===== config.mk =====
export PLATFORM = sky130hd
export DESIGN_NAME = slow_tick_monitor
export DESIGN_NICKNAME = d
export VERILOG_FILES = /design/src/rtl/slow_tick_monitor_pkg.sv /design/src/rtl/slow_tick_monitor_sync_edge_det.sv /design/src/rtl/slow_tick_monitor.sv
export SDC_FILE = /design/constraint.sdc
export NUM_CORES = 1
export LEC_CHECK = 0
export BUFFER_PORTS_ARGS = -buffer_cell sky130_fd_sc_hd__buf_2
export CORE_MARGIN = 4
export CORE_UTILIZATION = 59
export CTS_BUF_LIST = sky130_fd_sc_hd__clkbuf_4
export CTS_CLUSTER_SIZE = 12
export DETAILED_ROUTE_END_ITERATION = 10
export MAX_ROUTING_LAYER = met4
export PLACE_DENSITY_LB_ADDON = 0.2
export SLEW_MARGIN = 30
export SYNTH_ARGS = -nofsm -noshare
export SYNTH_HDL_FRONTEND = slang
export SYNTH_SLANG_ARGS = --single-unit

===== constraint.sdc =====
create_clock -name clk_in -period 2.6 [get_ports clk_in]
set_input_delay 0.52 -clock clk_in [delete_from_list [all_inputs] [get_ports clk_in]]
set_output_delay 0.52 -clock clk_in [all_outputs]
set_load 0.05 [all_outputs]

===== src/rtl/slow_tick_monitor_pkg.sv =====
// Shared quiz definitions: monitor state encoding, divider-derived defaults and
// the half-period tolerance window check.
package slow_tick_monitor_pkg;

  localparam int unsigned ST_W = 2;

  localparam logic [1:0] ST_ACQUIRE = 2'd0;
  localparam logic [1:0] ST_LOCKED  = 2'd1;
  localparam logic [1:0] ST_LOST    = 2'd2;

  // The divider toggles after counting 0..DIV_TERMINAL, so one half-period spans terminal+1 clocks
  localparam int unsigned DIV_TERMINAL    = 4;
  localparam int unsigned EXPECT_HALF_DEF = DIV_TERMINAL + 1;

  function automatic logic half_match(input int unsigned meas,
                                      input int unsigned exp_half,
                                      input int unsigned tol);
    int unsigned lo;
    lo = (exp_half > tol) ? (exp_half - tol) : 32'd0;
    return (meas >= lo) && (meas <= (exp_half + tol));
  endfunction

endpackage


===== src/rtl/slow_tick_monitor_sync_edge_det.sv =====
// Two-flop synchronizer with edge detection; exposes the same-cycle edge strobes
// and their registered single-cycle pulses. Also used for the quiz push-buttons.
module sync_edge_det (
  input  logic i_clk,
  input  logic i_rst_n,
  input  logic i_din,
  output logic o_rise_c,
  output logic o_fall_c,
  output logic o_rise,
  output logic o_fall
);

  logic r_s1;
  logic r_s2;
  logic r_s3;

  always_ff @(posedge i_clk or negedge i_rst_n) begin
    if (!i_rst_n) begin
      r_s1   <= 1'b0;
      r_s2   <= 1'b0;
      r_s3   <= 1'b0;
      o_rise <= 1'b0;
      o_fall <= 1'b0;
    end else begin
      r_s1   <= i_din;
      r_s2   <= r_s1;
      r_s3   <= r_s2;
      o_rise <= o_rise_c;
      o_fall <= o_fall_c;
    end
  end

  assign o_rise_c = r_s2 & ~r_s3;
  assign o_fall_c = ~r_s2 & r_s3;

endmodule


===== src/rtl/slow_tick_monitor.sv =====
// Turns the divided quiz clock into tick enables and tracks its half-period,
// reporting lock, loss of toggling and period errors.
module slow_tick_monitor
  import slow_tick_monitor_pkg::*;
#(
  parameter int unsigned CNT_W       = 8,
  parameter int unsigned EXPECT_HALF = EXPECT_HALF_DEF,
  parameter int unsigned TOL         = 0,
  parameter int unsigned LOCK_COUNT  = 4,
  parameter int unsigned TIMEOUT     = 32
) (
  input  logic             clk_in,
  input  logic             reset,
  input  logic             slow_in,
  output logic             tick_rise,
  output logic             tick_fall,
  output logic [CNT_W-1:0] half_period,
  output logic             period_valid,
  output logic             locked,
  output logic             lost,
  output logic             period_err
);

  localparam int unsigned      MC_W    = $clog2(LOCK_COUNT + 1);
  localparam logic [CNT_W-1:0] CNT_MAX = {CNT_W{1'b1}};
  localparam logic [CNT_W-1:0] TO_LAST = CNT_W'(TIMEOUT - 1);

  logic             w_rise_c;
  logic             w_fall_c;
  logic             w_edge;
  logic             w_match;
  logic [CNT_W:0]   w_meas;
  logic [CNT_W-1:0] w_meas_sat;

  logic [ST_W-1:0]  r_state;
  logic [ST_W-1:0]  w_state_nxt;
  logic [CNT_W-1:0] r_cnt;
  logic [CNT_W-1:0] w_cnt_nxt;
  logic [MC_W-1:0]  r_match_cnt;
  logic [MC_W-1:0]  w_match_nxt;
  logic             r_first;
  logic             w_first_nxt;
  logic             w_pv_nxt;
  logic             w_err_nxt;
  logic [CNT_W-1:0] w_hp_nxt;

  sync_edge_det u_sync (
    .i_clk    (clk_in),
    .i_rst_n  (reset),
    .i_din    (slow_in),
    .o_rise_c (w_rise_c),
    .o_fall_c (w_fall_c),
    .o_rise   (tick_rise),
    .o_fall   (tick_fall)
  );

  assign w_edge     = w_rise_c | w_fall_c;
  assign w_meas     = {1'b0, r_cnt} + (CNT_W + 1)'(1);
  assign w_meas_sat = w_meas[CNT_W] ? CNT_MAX : w_meas[CNT_W-1:0];
  assign w_match    = half_match(32'(w_meas), EXPECT_HALF, TOL);

  // Next-state, counter and capture decisions; an edge always wins over the timeout
  always_comb begin
    w_state_nxt = r_state;
    w_match_nxt = r_match_cnt;
    w_first_nxt = r_first;
    w_pv_nxt    = 1'b0;
    w_err_nxt   = 1'b0;
    w_hp_nxt    = half_period;
    w_cnt_nxt   = (r_cnt == CNT_MAX) ? r_cnt : (r_cnt + CNT_W'(1));

    if (w_edge) begin
      w_cnt_nxt = '0;
      if (r_first) begin
        w_first_nxt = 1'b0;
        if (r_state == ST_LOST) begin
          w_state_nxt = ST_ACQUIRE;
        end
      end else begin
        w_pv_nxt = 1'b1;
        w_hp_nxt = w_meas_sat;
        case (r_state)
          ST_ACQUIRE: begin
            if (!w_match) begin
              w_match_nxt = '0;
            end else if (r_match_cnt == MC_W'(LOCK_COUNT - 1)) begin
              w_state_nxt = ST_LOCKED;
              w_match_nxt = '0;
            end else begin
              w_match_nxt = r_match_cnt + MC_W'(1);
            end
          end
          ST_LOCKED: begin
            if (!w_match) begin
              w_err_nxt   = 1'b1;
              w_state_nxt = ST_ACQUIRE;
              w_match_nxt = '0;
            end
          end
          default: begin
            w_state_nxt = ST_ACQUIRE;
            w_match_nxt = '0;
          end
        endcase
      end
    end else if (r_cnt == TO_LAST) begin
      w_state_nxt = ST_LOST;
      w_match_nxt = '0;
      w_first_nxt = 1'b1;
    end
  end

  always_ff @(posedge clk_in or negedge reset) begin
    if (!reset) begin
      r_state      <= ST_ACQUIRE;
      r_cnt        <= '0;
      r_match_cnt  <= '0;
      r_first      <= 1'b1;
      half_period  <= '0;
      period_valid <= 1'b0;
      period_err   <= 1'b0;
      locked       <= 1'b0;
      lost         <= 1'b0;
    end else begin
      r_state      <= w_state_nxt;
      r_cnt        <= w_cnt_nxt;
      r_match_cnt  <= w_match_nxt;
      r_first      <= w_first_nxt;
      half_period  <= w_hp_nxt;
      period_valid <= w_pv_nxt;
      period_err   <= w_err_nxt;
      locked       <= (w_state_nxt == ST_LOCKED);
      lost         <= (w_state_nxt == ST_LOST);
    end
  end

endmodule

Word-level counts from Yosys, hierarchy flattened

Index checks and enable logic that the tools add are counted.

Equal/unequal tests: 10
Order comparisons: 2
Add/sub/neg operators: 3
Bitwise gates (word level): 6
Muxes and demuxes: 26
Reduce and logical (&&, ||, !) cells: 5

Operator list:

| kind                                                              | count |
|---|---|
| two-way mux 8 bit                                                 | 3 |
| two-way mux 3 bit                                                 | 6 |
| two-way mux 2 bit                                                 | 7 |
| adder 8 x 1 -> 9 bit, second input constant                       | 1 |
| greater-or-equal comparator 9 x 3 -> 1 bit, second input constant | 1 |
| <= comparator 9 x 3 -> 1 bit, second input constant               | 1 |
| adder 8 x 1 -> 8 bit, second input constant                       | 1 |
| == test 8 x 5 -> 1 bit, second input constant                     | 1 |
| == test 8 bit, second input constant                              | 1 |
| two-way mux 1 bit                                                 | 8 |
| case mux 3 bit (2 select lines)                                   | 1 |
| == test 2 x 1 -> 1 bit, second input constant                     | 2 |
| == test 2 bit, second input constant                              | 2 |
| != test 2 bit, second input constant                              | 2 |
| case mux 2 bit (2 select lines)                                   | 1 |
| adder 3 x 1 -> 3 bit, second input constant                       | 1 |
| == test 3 x 2 -> 1 bit, second input constant                     | 1 |
| != test 3 bit, second input constant                              | 1 |
| NOT 1 bit                                                         | 3 |
| AND reduction 3 bit                                               | 1 |
| AND 1 bit                                                         | 2 |
| logical NOT 2 bit                                                 | 1 |
| AND reduction 2 bit                                               | 1 |
| nonzero test 2 bit                                                | 1 |
| other kinds (2)                                                   | 2 |

Bits in registers: 31

Longest topological paths before layout

Gate-level depths: netlist (run 1).

Word-level depth: 8
Depth in mapped cells: 8
Gate-level depth less buffers: 7

Cells and area by module

Synthesis (run 1) repeated with hierarchy kept, for this count alone.

Cells, all modules: 138
Area, all modules: 1432.6 µm²

By module, submodules not included:

| module            | cells each | area an instance (µm²) | times used |
|---|---|---|---|
| slow_tick_monitor | 131        | 1292.5                 | 1 |
| sync_edge_det     | 7          | 140.1                  | 1 |

Worst setup path before layout (run 1)

No wires, ideal clock.

Kind: register -> register
Start point: register r_cnt[0]
End point: register lost
Setup slack: 762 ps
Arrival time: 1718 ps
Cell stages (with the launch flop): 7
Library setup time: 120 ps
Required time: 2480 ps
Buffers on the path: 0
Cell sequence: dfrtp_1 -> inv_1 -> ha_1 -> or4b_4 -> a2111oi_4 -> o211ai_2 -> and3_1

Word-level cells in the longest chain between the ends: 8
Elaborated cells between the ends (all ways): 12
Those cells by class: 1 x add/sub; 2 x order compare; 2 x eq/ne; 6 x mux; 1 x reduce/logical

RTL lines:

| item                                                                                              | line                                             | RTL |
|---|---|---|
| from (decl)                                                                                       | slow_tick_monitor.sv:37                          | `logic [CNT_W-1:0] r_cnt;` |
| from (signal assigned)                                                                            | slow_tick_monitor.sv:126                         | `r_cnt <= w_cnt_nxt;` |
| adder 8 x 1 -> 9 bit                                                                              | slow_tick_monitor.sv:58                          | `assign w_meas = {1'b0, r_cnt} + (CNT_W + 1)'(1);` |
| greater-or-equal comparator 9 x 3 -> 1 bit / <= comparator 9 x 3 -> 1 bit (equally long branches) | slow_tick_monitor_pkg.sv:20                      | `return (meas >= lo) && (meas <= (exp_half + tol));` |
| logical AND 1 bit                                                                                 | slow_tick_monitor_pkg.sv:20                      |  |
| two-way mux 2 bit, on equally long branches                                                       | slow_tick_monitor.sv:94, slow_tick_monitor.sv:84 |  |
| case mux 2 bit (2 select lines)                                                                   | slow_tick_monitor.sv:82                          | `case (r_state)` |
| two-way mux 2 bit                                                                                 | slow_tick_monitor.sv:74                          | `if (r_first) begin` |
| two-way mux 2 bit (*)                                                                             | slow_tick_monitor.sv:72                          | `if (w_edge) begin` |
| == test 2 bit (*)                                                                                 | slow_tick_monitor.sv:133                         | `lost <= (w_state_nxt == ST_LOST);` |
| to (signal assigned)                                                                              | slow_tick_monitor.sv:133                         |  |
| to (decl)                                                                                         | slow_tick_monitor.sv:20                          | `output logic lost,` |

Mark *: on every way between the ends. The rest lies on a longest branch, timed or not.
A chain may end at the register's enable or synchronous reset.

Worst setup path after layout (run 1)

Start point: register u_sync.r_s2
End point: register r_match_cnt[1]

Word-level cells in the longest chain between the ends: 5
Elaborated cells between the ends (all ways): 9
Those cells by class: 2 x eq/ne; 1 x mux; 4 x bitwise; 2 x reduce/logical

RTL lines:

| item                                            | line                                  | RTL |
|---|---|---|
| from (decl)                                     | slow_tick_monitor_sync_edge_det.sv:14 | `logic r_s2;` |
| from (signal assigned)                          | slow_tick_monitor_sync_edge_det.sv:26 | `r_s2 <= r_s1;` |
| NOT 1 bit                                       | slow_tick_monitor_sync_edge_det.sv:34 | `assign o_fall_c = ~r_s2 & r_s3;` |
| AND 1 bit                                       | slow_tick_monitor_sync_edge_det.sv:34 |  |
| bitwise OR 1 bit (*)                            | slow_tick_monitor.sv:57               | `assign w_edge = w_rise_c \| w_fall_c;` |
| != test 3 bit (no line) (tied with other cells) | --                                    |  |
| AND reduction 3 bit (no line)                   | --                                    |  |
| to (signal assigned)                            | slow_tick_monitor.sv:127              | `r_match_cnt <= w_match_nxt;` |
| to (decl)                                       | slow_tick_monitor.sv:39               | `logic [MC_W-1:0] r_match_cnt;` |

Marks and branches as above.

==> impl_results.md, run 1 <==
- Outcome: finished, final reports clean
- Pint: approximately 670 uW
- Routed len/inst: between 10 and 15 um
- Yosys warns: 0
- DR iter-0 viols: 37
- Inserted Clock Buffers: 5
- Core Util, Final: 69.3%
- Initial DRT Pass Iterations: 4
- Worst Tran Pin Value: about 0.66 ns
- IO Pins: 17
- Fin. Hold Viols: 0
- Max-cap violations: 0
- P_leak: between 0.0007 and 0.0008 uW
- Vias per cell: 5.72
- GRT Total Usage: between 10% and 20%
- Netlist Area Pre-Place: ~1400 sq um
- Top-count cell post-synth: dfrtp_1
- Post-synth ARST share: 100%
- Post-DP Area: around 1500 sq um
- Crit start category: flop
- Synthesized area per cell: 11.0 sq um
- Relative slew slack: 56.0%
- Seq cells post-synth: 31
- Final min period: about 2.2 ns
- Die Span X: between 50 and 60 um
- Detail Route Antenna Nets: 0
- Final setup margin: 0.357 ns
- Starting density of the core: between 60% and 70%
- Worst Hold Class: in -> async
- Clock Skew: about 0.0088 ns
- Switch Pwr: approximately 300 uW
- First-pass GRT wire length: 4570 um
- CTS tree: yes
- RSZ-0062 raised after global routing: false
- # fillers: between 150 and 200
- Unique masters post-synth: 38
- Crit path kind: reg -> reg
- # hold bufs at CTS: 0
- Synth top cells by count: 30 x dfrtp_1, 12 x nor2_1, 11 x nand2_1
- Ys flop type: dfrtp_1
- Final setup viols: 0
- Area growth syn-to-layout: 10.4%
- N_diodes: 0
- Largest cells by area after synthesis: dfrtp_1 53%, ha_1 4.4%, a21oi_1 3.2%, nor2_1 3.2%, nand2_1 2.9%
- Non-Filler Cell Area, Final: between 1500 and 2000 sq um
- Die Y-Extent: 57.0 um
- Sum of negative setup slack: 0 ns
- PD cells: between 600 and 700 nW/um^2
- H-tree levels: 2
- Peak supply drop: between 0.0005 and 0.0006 V
- Worst-Skew Late Latency: between 0.3 and 0.4 ns
- Root buffer cell: clkbuf_4
- Worst slack, placed: 0.385 ns
- Clock sink count: 31
- Fraction of layout cells with a size suffix above 1: about a fifth
- Worst endpoint required time: around 2.8 ns
- Post-synthesis sequential area ratio: a little over half
- Resized cells post-CTS: 0
- RD Place Congestion: 0.848
- Mapped Nets: 137
- Buffers on Ports: 16
- CP arrival: approximately 2.5 ns
- Comb pwr share: 18.6%
- Syn Inst Count: roughly 130
- Sw frac: a little under a third
- Crit path capture type: flop
- Row count: 17
- WL final: between 2000 and 3000 um
- Total number of vias: around 1.0k
- GRT overflow: 0
- Max-slew violations: 0
- Dpl hpwl: roughly 1800 um
- Area of the multi-input gates: 587 sq um
- Largest net degree at the start of global routing: 32
- Final Cycle Share: 86.3%
- Core area: ~2300 sq um
- Clock share of power: 27.0%
- Final nets: about 160
- Vias in the first global route: 1035
- FMAX: 446 MHz
- CTS max path bufs: 2
- Cell taking the most area after synthesis: dfrtp_1
- Post-CTS setup buffer count: 0
- CTS clk-pin slew, worst paths: roughly 0.090 ns
- Sequential power share: a little over half
- Sequential cell area: between 700 and 800 sq um
- Share of the synthesized area in the top cell type: 53.1%
- DRC: 0
- Die ar.: ~3200 sq um
- Worst-path fanout max: 10
- Initial antenna violation count: 0
- Post-synth EDFFs: 0
[worst paths after layout]
kind / from / end / slack [ns] / cells after the start
max: u_sync.r_s2$_DFF_PN0_ / r_match_cnt[1]$_DFFE_PN0P_ / 0.36 / 6
min: reset / r_match_cnt[1]$_DFFE_PN0P_ / 0.20 / 1
max reg2reg: u_sync.r_s2$_DFF_PN0_ / r_match_cnt[1]$_DFFE_PN0P_ / 0.36 / 6
min reg2reg: u_sync.r_s1$_DFF_PN0_ / u_sync.r_s2$_DFF_PN0_ / 0.36 / 0
max in group asynchronous: reset / r_cnt[1]$_DFFE_PN0P_ / 1.97 / 1
min in group clk_in: slow_in / u_sync.r_s1$_DFF_PN0_ / 0.28 / 1
[per-stage QoR]
step	power, uW	hold slack (ns)	cells
floorplan	675	0.224	129
global placement	719	0.339	170
detailed placement	721	0.342	170
CTS	987	0.218	178
global route	1030	0.243	178
finish	975	0.203	178
[sequential cells by signal (all words and copies together) (netlist names)]
signal and count:
locked 1, u_sync.r_s3 1, period_err 1, r_state 2, r_first 1, r_match_cnt 3
u_sync.r_s1 1, half_period 8, period_valid 1, u_sync.r_s2 1, u_sync.o_rise 1, u_sync.o_fall 1
r_cnt 8, lost 1
[power by group through the flow]
stage	clock [uW]	sequential (uW)	combinational, uW
6_report	263	530	182
5_1_grt	297	535	201
4_1_cts	274	530	183
3_5_place_dp	0	539	182
3_3_place_gp	0	538	181
2_1_floorplan	0	590	84.8
[kinds of logic (layout without fill, tap and decap cells)]
| logic type | after synthesis | in the layout | synth area share (%) |
|---|---|---|---|
| and+or+nand+nor | 45 | 45 | 16.8 |
| DFF | 31 | 31 | 55.0 |
| muxes | 4 | 4 | 3.01 |
| xor gates and xnor gates | 1 | 1 | 0.620 |
| buffers and inverters | 11 | 32 | 3.54 |
| adders and majority gates | 5 | 5 | 4.42 |
| AOI/OAI and AO/OA | 32 | 32 | 16.6 |
[layer usage]
layer	GRT usage [%]	up-vias	part of all wire [%]
met1	23.9	480	44
met4	12.9	0	3.5
li1	-	496	-
met2	27.2	32	47
met3	4.75	10	5.6
met5	-	-	0
[worst max-delay path, stage by stage (launching register included)]
cell and delay [ns]:
dfrtp_1 0.41, ha_1 0.40, or2_1 0.38, inv_2 0.18
a21oi_1 0.44, a2bb2oi_1 0.22, o21ai_0 0.10
[placed cells by master, fill, tap and decap left out, types with 2 or more instances in the layout]
| cell | Yosys | routed |
|---|---|---|
| nand4_1 | 3 | 3 |
| mux2i_1 | 2 | 2 |
| nor2_1 | 12 | 12 |
| and3_1 | 2 | 2 |
| and2_1 | 3 | 3 |
| inv_1 | 7 | 7 |
| and4_1 | 2 | 2 |
| a31oi_1 | 4 | 4 |
| clkinv_1 | 0 | 2 |
| nand2_1 | 11 | 11 |
| o21ai_0 | 4 | 4 |
| ha_1 | 5 | 5 |
| clkbuf_4 | 0 | 6 |
| nand2b_1 | 5 | 5 |
| a21oi_1 | 9 | 9 |
| nor3_1 | 3 | 3 |
| buf_2 | 1 | 16 |
| mux2_2 | 2 | 2 |
| dfrtp_1 | 30 | 30 |
| a2bb2oi_1 | 2 | 2 |
| o21ai_1 | 3 | 3 |
[cell type report]
cell class | count | area share (%)
flip-flops and latches | 31 | 49.8
well taps | 28 | 2.24
multi-input cells | 87 | 37.6
inverters | 8 | 1.92
clock inverters | 2 | 0.481
clock buffers | 6 | 2.88
repair buffers | 16 | 5.13
Note: power is estimated with default switching activity, not from simulation.
==> run 2: changes to the inputs <==
Settings changed: ABC_CLOCK_PERIOD_IN_PS from default to 2600, CELL_PAD_IN_SITES_DETAIL_PLACEMENT from default to 0, CELL_PAD_IN_SITES_GLOBAL_PLACEMENT from default to 1, CORE_UTILIZATION 59 to 47.
==> run 2 against run 1 <==
Worst setup slack better by 0.20 ns. Register-to-register slack better by 0.20 ns. Final cell count up 2.2%. Sequential power hardly changed. Sequential share of layout area fell by 1.1 points. Total power increased by 10%. Clock power rose by 36%. Routed wire length increased by 4.1%. Critical path type unchanged. Largest power group unchanged.
==> impl_results.md, run 2 (same netlist as run 1, synthesis figures left out) <==
- Outcome: finished, final reports clean
- R2R cell count: 5 (-1)
- Area of the multi-input gates: 587 sq um (unchanged)
- Largest regs: half_period x8, r_cnt x8, r_match_cnt x3
- RD Place Congestion: 0.763 (-10%)
- Clock sink count: 31 (unchanged)
- Crit start category: flop
- Final min period: 2.04 ns (-0.204 ns)
- Detail Route Antenna Nets: 0 (unchanged)
- Starting density of the core: 50.4% (-12 points)
- Worst-path fanout max: 8 (-2)
- CTS clk-pin slew, worst paths: 0.10 ns (about the same)
- Crit path kind: reg -> reg
- Fraction of layout cells with a size suffix above 1: 21.2% (+1.2 points)
- Die ar.: 3950 sq um (+22%)
- # hold bufs at CTS: 0 (unchanged)
- Peak supply drop: 0.000507 V (-6.5%)
- Row count: 19 (+2)
- CP arrival: 2.30 ns (-0.16 ns)
- P_leak: 0.000796 uW (+2.1%)
- DRC: 0 (unchanged)
- Root buffer cell: clkbuf_4
- Die Y-Extent: 62.8 um (+10%)
- Fin. Hold Viols: 0 (unchanged)
- Largest net degree at the start of global routing: 32 (unchanged)
- Sequential cell area: 777 sq um (unchanged)
- GRT Total Usage: 16.4% (-2.7 points)
- Post-CTS setup buffer count: 0 (unchanged)
- Buffers on Ports: 16 (unchanged)
- Max-cap violations: 0 (unchanged)
- Worst Hold Class: in -> async
- Worst Tran Pin Value: 0.669 ns (+0.00937 ns)
- Area growth syn-to-layout: 12.9%
- Final setup viols: 0 (unchanged)
- Initial DRT Pass Iterations: 4 (unchanged)
- Met3 WL post-DR: 157 um (+9.8%)
- Relative slew slack: 55.4% (-0.62 points)
- PD cells: 672 nW/um^2 (+7.6%)
- DR iter-0 viols: 53 (+43%)
- RSZ-0062 raised after global routing: false
- Max-slew violations: 0 (unchanged)
- FMAX: 490 MHz (+10%)
- Inserted Clock Buffers: 5 (unchanged)
- Vias per cell: 5.52 (-3.5%)
- First-pass GRT wire length: 4860 um (+6.5%)
- Routed len/inst: 14.6 um (+1.8%)
- Worst endpoint required time: 2.86 ns (+0.04 ns)
- Metal2 WL: 1330 um (+12%)
- Sum of negative setup slack: 0 ns (unchanged)
- Resized cells post-CTS: 0 (unchanged)
- Core area: 2810 sq um (+24%)
- Crit path capture type: flop
- GRT overflow: 0 (unchanged)
- Clock Skew: 0.0138 ns (+0.00505 ns)
- Max Used Layer: met4
- CTS tree: yes
- Die Span X: 62.8 um (+10%)
- Final nets: 158 (+0.64%)
- Most common cell after layout, fill and taps aside: dfrtp_1
- H-tree levels: 2 (unchanged)
- Worst-Skew Late Latency: 0.33 ns (about the same)
- Dpl hpwl: 1920 um (+7.1%)
- WL final: 2660 um (+4.1%)
- # fillers: 258 (+37%)
- Vias in the first global route: 1038 (+0.29%)
- CTS max path bufs: 2 (unchanged)
- Non-Filler Cell Area, Final: 1600 sq um (+2.2%)
- Post-DP Area: 1520 sq um (+0.75%)
- N_diodes: 0 (unchanged)
- Final Cycle Share: 78.4% (-7.8 points)
- Initial antenna violation count: 0 (unchanged)
- Total number of vias: 1004 (-1.4%)
- WL met1: 1130 um (about the same)
- IO Pins: 17 (unchanged)
- Most frequent cells in the layout: 30 x dfrtp_1, 16 x buf_2, 12 x nor2_1
- Hold_ws: 0.210 ns (+0.00739 ns)
-- run 2: changes by cell type in the layout (fill, tap and decap cells not counted), sizes merged --
cell / before / now
bufinv: 0 / 1
clkbuf: 6 / 5
buf: 16 / 17
-- run 2: path summary, 6_finish.rpt --
kind | start | end | slack (ns)
hold / removal | reset | r_match_cnt[0]$_DFFE_PN0P_ | 0.21
hold reg to reg | u_sync.r_s1$_DFF_PN0_ | u_sync.r_s2$_DFF_PN0_ | 0.36
min in group clk_in | slow_in | u_sync.r_s1$_DFF_PN0_ | 0.30
setup reg to reg | u_sync.r_s2$_DFF_PN0_ | r_match_cnt[1]$_DFFE_PN0P_ | 0.56
max in group asynchronous | reset | half_period[3]$_DFFE_PN0P_ | 1.95
setup / recovery | u_sync.r_s2$_DFF_PN0_ | r_match_cnt[1]$_DFFE_PN0P_ | 0.56
-- run 2: layer usage --
layer | global-route usage, % | up-vias
met3 | 5.94 | 5
met5 | - | -
met1 | 19.7 | 473
met4 | 5.79 | 0
li1 | - | 500
met2 | 25.4 | 26
-- run 2: critical path, cell delays in order, from the launching register on --
cell and delay [ns]:
dfrtp_1 0.41, ha_1 0.43, nor4b_1 0.48, a21oi_1 0.30, a2bb2oi_1 0.20, o21ai_0 0.15
-- run 2: area by class of cell --
cell class | instances | area share (%)
Clock buffer | 5 | 2.35
Sequential cell | 31 | 48.7
Tap cell | 31 | 2.43
Inverter | 8 | 1.88
Timing Repair Buffer | 17 | 5.49
Clock inverter | 3 | 2.43
Multi-Input combinational cell | 87 | 36.8
-- run 2: power by group --
part           total (uW)  leakage, uW  switching [uW]  internal, uW
Combinational         185     0.000346             127          58.3
Sequential            529     0.000408            21.6           508
Clock                 358    0.0000426             160           198
-- run 2: per-stage QoR --
step,std cells,power (uW),util (%),setup slack (ns)
floorplan,129,675,-,0.762
global placement,174,724,54.2,0.660
detailed placement,174,727,54.2,0.597
CTS,182,1090,56.9,0.558
global route,182,1140,56.9,0.304
finish,182,1070,56.9,0.561
==> run 3: changes to the inputs <==
Settings changed: ABC_AREA from default to 1, ABC_CLOCK_PERIOD_IN_PS 2600 to 2000, CORE_UTILIZATION 47 to 45.
Clock period 2.6 ns to 2 ns, I/O delays scaled along.
==> run 3 against run 2 <==
Worst setup slack worse by 0.30 ns. Critical path type unchanged. Clock power down 4%. Final area increased by 2.9%. Sequential power grew 29%. Largest power group unchanged. Sequential share of layout area is 1.4 points lower. Fmax increased by 17%. Register-to-register slack got worse by 0.30 ns. Count of clock-buffer cells in the layout did not move. Largest cell class unchanged. Global-route usage shrank 1.1 points.
==> impl_results.md, run 3 <==
- Outcome: finished, final reports clean
- Detail Route Antenna Nets: 0 (unchanged)
- Switch Pwr: 405 uW (+31%)
- Cell taking the most area after synthesis: dfrtp_1
- GRT overflow: 0 (unchanged)
- Netlist Area Pre-Place: 1450 sq um (+2.5%)
- RSZ-0062 raised after global routing: false
- Buffers on Ports: 16 (unchanged)
- Area growth syn-to-layout: 13.4%
- PD cells: 762 nW/um^2 (+13%)
- Fraction of layout cells with a size suffix above 1: 23.9% (+2.7 points)
- Vias per cell: 4.65 (-16%)
- Comb pwr share: 18.1% (+0.8 points)
- Met3 WL post-DR: 124 um (-21%)
- Initial antenna violation count: 0 (unchanged)
- WL met1: 1260 um (+12%)
- # hold bufs at CTS: 0 (unchanged)
- Max-cap violations: 0 (unchanged)
- Crit path capture type: flop
- Pint: 846 uW (+11%)
- Synth top cells by count: 32 x nand2_1, 30 x dfrtp_1, 23 x inv_1
- Worst-path fanout max: 4 (-4)
- Worst Hold Class: in -> async
- Row count: 20 (+1)
- Inserted Clock Buffers: 5 (unchanged)
- Die Span X: 64.7 um (+3.0%)
- Dpl hpwl: 2020 um (+5.1%)
- Top-count cell post-synth: nand2_1
- Clock Skew: 0.0104 ns (-0.00346 ns)
- Final min period: 1.74 ns (-0.299 ns)
- WL final: 2650 um (-0.26%)
- IO Pins: 17 (unchanged)
- Placed Instances: 220 (+26%)
- CTS max path bufs: 2 (unchanged)
- Relative slew slack: 56.0% (+0.61 points)
- P_leak: 0.000872 uW (+9.5%)
- Post-synth ARST share: 100% (unchanged)
- H-tree levels: 2 (unchanged)
- Starting density of the core: 47.1% (-3.3 points)
- Most common cell after layout, fill and taps aside: nand2_1
- Die Y-Extent: 64.7 um (+3.0%)
- Vias in the first global route: 1058 (+1.9%)
- Crit path kind: reg -> reg
- R2R cell count: 8 (+3)
- Ys flop type: dfrtp_1
- Peak supply drop: 0.000438 V (-14%)
- Routed len/inst: 11.6 um (-20%)
- Final Cycle Share: 87.0% (+8.6 points)
- Core Util, Final: 53.4% (-3.5 points)
- Largest net degree at the start of global routing: 32 (unchanged)
- FMAX: 574 MHz (+17%)
- Post-CTS setup buffer count: 0 (unchanged)
- GRT Total Usage: 15.3% (-1.1 points)
- Resized cells post-CTS: 0 (unchanged)
- Metal2 WL: 1250 um (-6.1%)
- Largest cells by area after synthesis: dfrtp_1 52%, nand2_1 8.3%, inv_1 6.0%, nor2_1 5.7%, ha_1 4.3%
- Max-slew violations: 0 (unchanged)
- DRC: 0 (unchanged)
- Worst-Skew Late Latency: 0.32 ns (about the same)
- Hold_ws: 0.0968 ns (-0.113 ns)
- Fin. Hold Viols: 0 (unchanged)
- First-pass GRT wire length: 4730 um (-2.8%)
- Non-Filler Instances: 228 (+25%)
- Most frequent cells in the layout: 32 x nand2_1, 30 x dfrtp_1, 23 x inv_1
- Sequential power share: 54.5% (+5.1 points)
- Root buffer cell: clkbuf_4
- CTS tree: yes
- Yosys warns: 0 (unchanged)
- CP arrival: 1.95 ns (-0.35 ns)
- Crit start category: flop
- Post-synthesis sequential area ratio: 53.6% (-1.3 points)
- Seq cells post-synth: 31 (unchanged)
- Worst endpoint required time: 2.21 ns (-0.65 ns)
- N_diodes: 0 (unchanged)
- Total power: 1250 uW (+17%)
- Post-synth EDFFs: 0 (unchanged)
- Die ar.: 4190 sq um (+6.1%)
- Clock sink count: 31 (unchanged)
- Initial DRT Pass Iterations: 4 (unchanged)
- Unique masters post-synth: 30 (-21%)
- Share of the synthesized area in the top cell type: 51.8% (-1.3 points)
- CTS clk-pin slew, worst paths: 0.10 ns (about the same)
- Sw frac: 32.4% (+3.6 points)
- Mapped Nets: 168 (+23%)
- Core area: 3080 sq um (+9.7%)
- Clock share of power: 27.4% (-6.0 points)
- Syn Inst Count: 160 (+24%)
- Worst Tran Pin Value: 0.660 ns (-0.00916 ns)
- Max Used Layer: met4
- Final nets: 191 (+21%)
- Sum of negative setup slack: 0 ns (unchanged)
- Final setup viols: 0 (unchanged)
- Largest regs: half_period x8, r_cnt x8, r_match_cnt x3
- Total number of vias: 1061 (+5.7%)
- Synthesized area per cell: 9.06 sq um (-17%)
- DR iter-0 viols: 21 (-60%)
- RD Place Congestion: 0.798 (+4.6%)
-- run 3: changes by cell type after synthesis, sizes merged, moves of 3 or more --
| cell | delta |
|---|---|
| nand2 | +27 |
| inv | +17 |
| nor2 | +15 |
| a21oi | -8 |
| nand3 | +7 |
| nand2b | -5 |
| a31oi | -4 |
| o21ai | +3 |
-- run 3: cells by family after synthesis --
group	Yosys count	share of synthesized area [%]
DFF	31	53.6
buffers and inverters	27	7.08
adders and majority gates	5	4.32
and+or+nand+nor	80	27.3
AOI/OAI and AO/OA	15	6.48
xor gates and xnor gates	2	1.21
-- run 3: final timing paths --
path                                  startpoint                    end  slack, ns
hold reg to reg            u_sync.r_s1$_DFF_PN0_  u_sync.r_s2$_DFF_PN0_       0.37
min in group clk_in                      slow_in  u_sync.r_s1$_DFF_PN0_       0.19
setup / recovery           u_sync.r_s3$_DFF_PN0_       locked$_DFF_PN0_       0.26
max in group asynchronous                  reset   r_cnt[5]$_DFFE_PN0P_       1.47
hold / removal                             reset   r_cnt[6]$_DFFE_PN0P_        0.1
setup reg to reg           u_sync.r_s3$_DFF_PN0_       locked$_DFF_PN0_       0.26
-- run 3: metal layers --
metal	vias up	track usage (%)
met3	2	5.37
met2	20	24.3
met4	0	3.96
met1	497	18.6
li1	542	-
met5	-	-
-- run 3: final cells by class --
class	instances	area [sq um]
Multi-Input combinational cell	102	569
Clock inverter	3	15.0
Sequential cell	31	777
Inverter	25	93.8
Fill cell	313	1440
Clock buffer	5	37.5
Tap cell	44	55.1
Timing Repair Buffer	18	95.1
-- run 3: worst max-delay path, cell delays in order, from the launching register on --
cell and delay [ns]:
dfrtp_1 0.37, inv_1 0.05, ha_1 0.35, inv_1 0.07
nor4_1 0.21, nand2_1 0.13, a22oi_1 0.21, inv_1 0.08
and2_1 0.16
-- run 3: power by group through the flow --
stage          Clock, uW  Sequential [uW]  Combinational [uW]
2_1_floorplan          0              763                91.4
3_5_place_dp           0              695                 230
4_1_cts              361              683                 231
6_report             343              682                 227
3_3_place_gp           0              692                 224
5_1_grt              394              687                 251
-- run 3: per-stage QoR --
step	setup WS [ns]	instance area, sq um
3_5_place_dp	0.232	1590
6_report	0.259	1640
2_1_floorplan	0.427	1450
5_1_grt	0.0286	1640
4_1_cts	0.212	1640
3_3_place_gp	0.243	1590
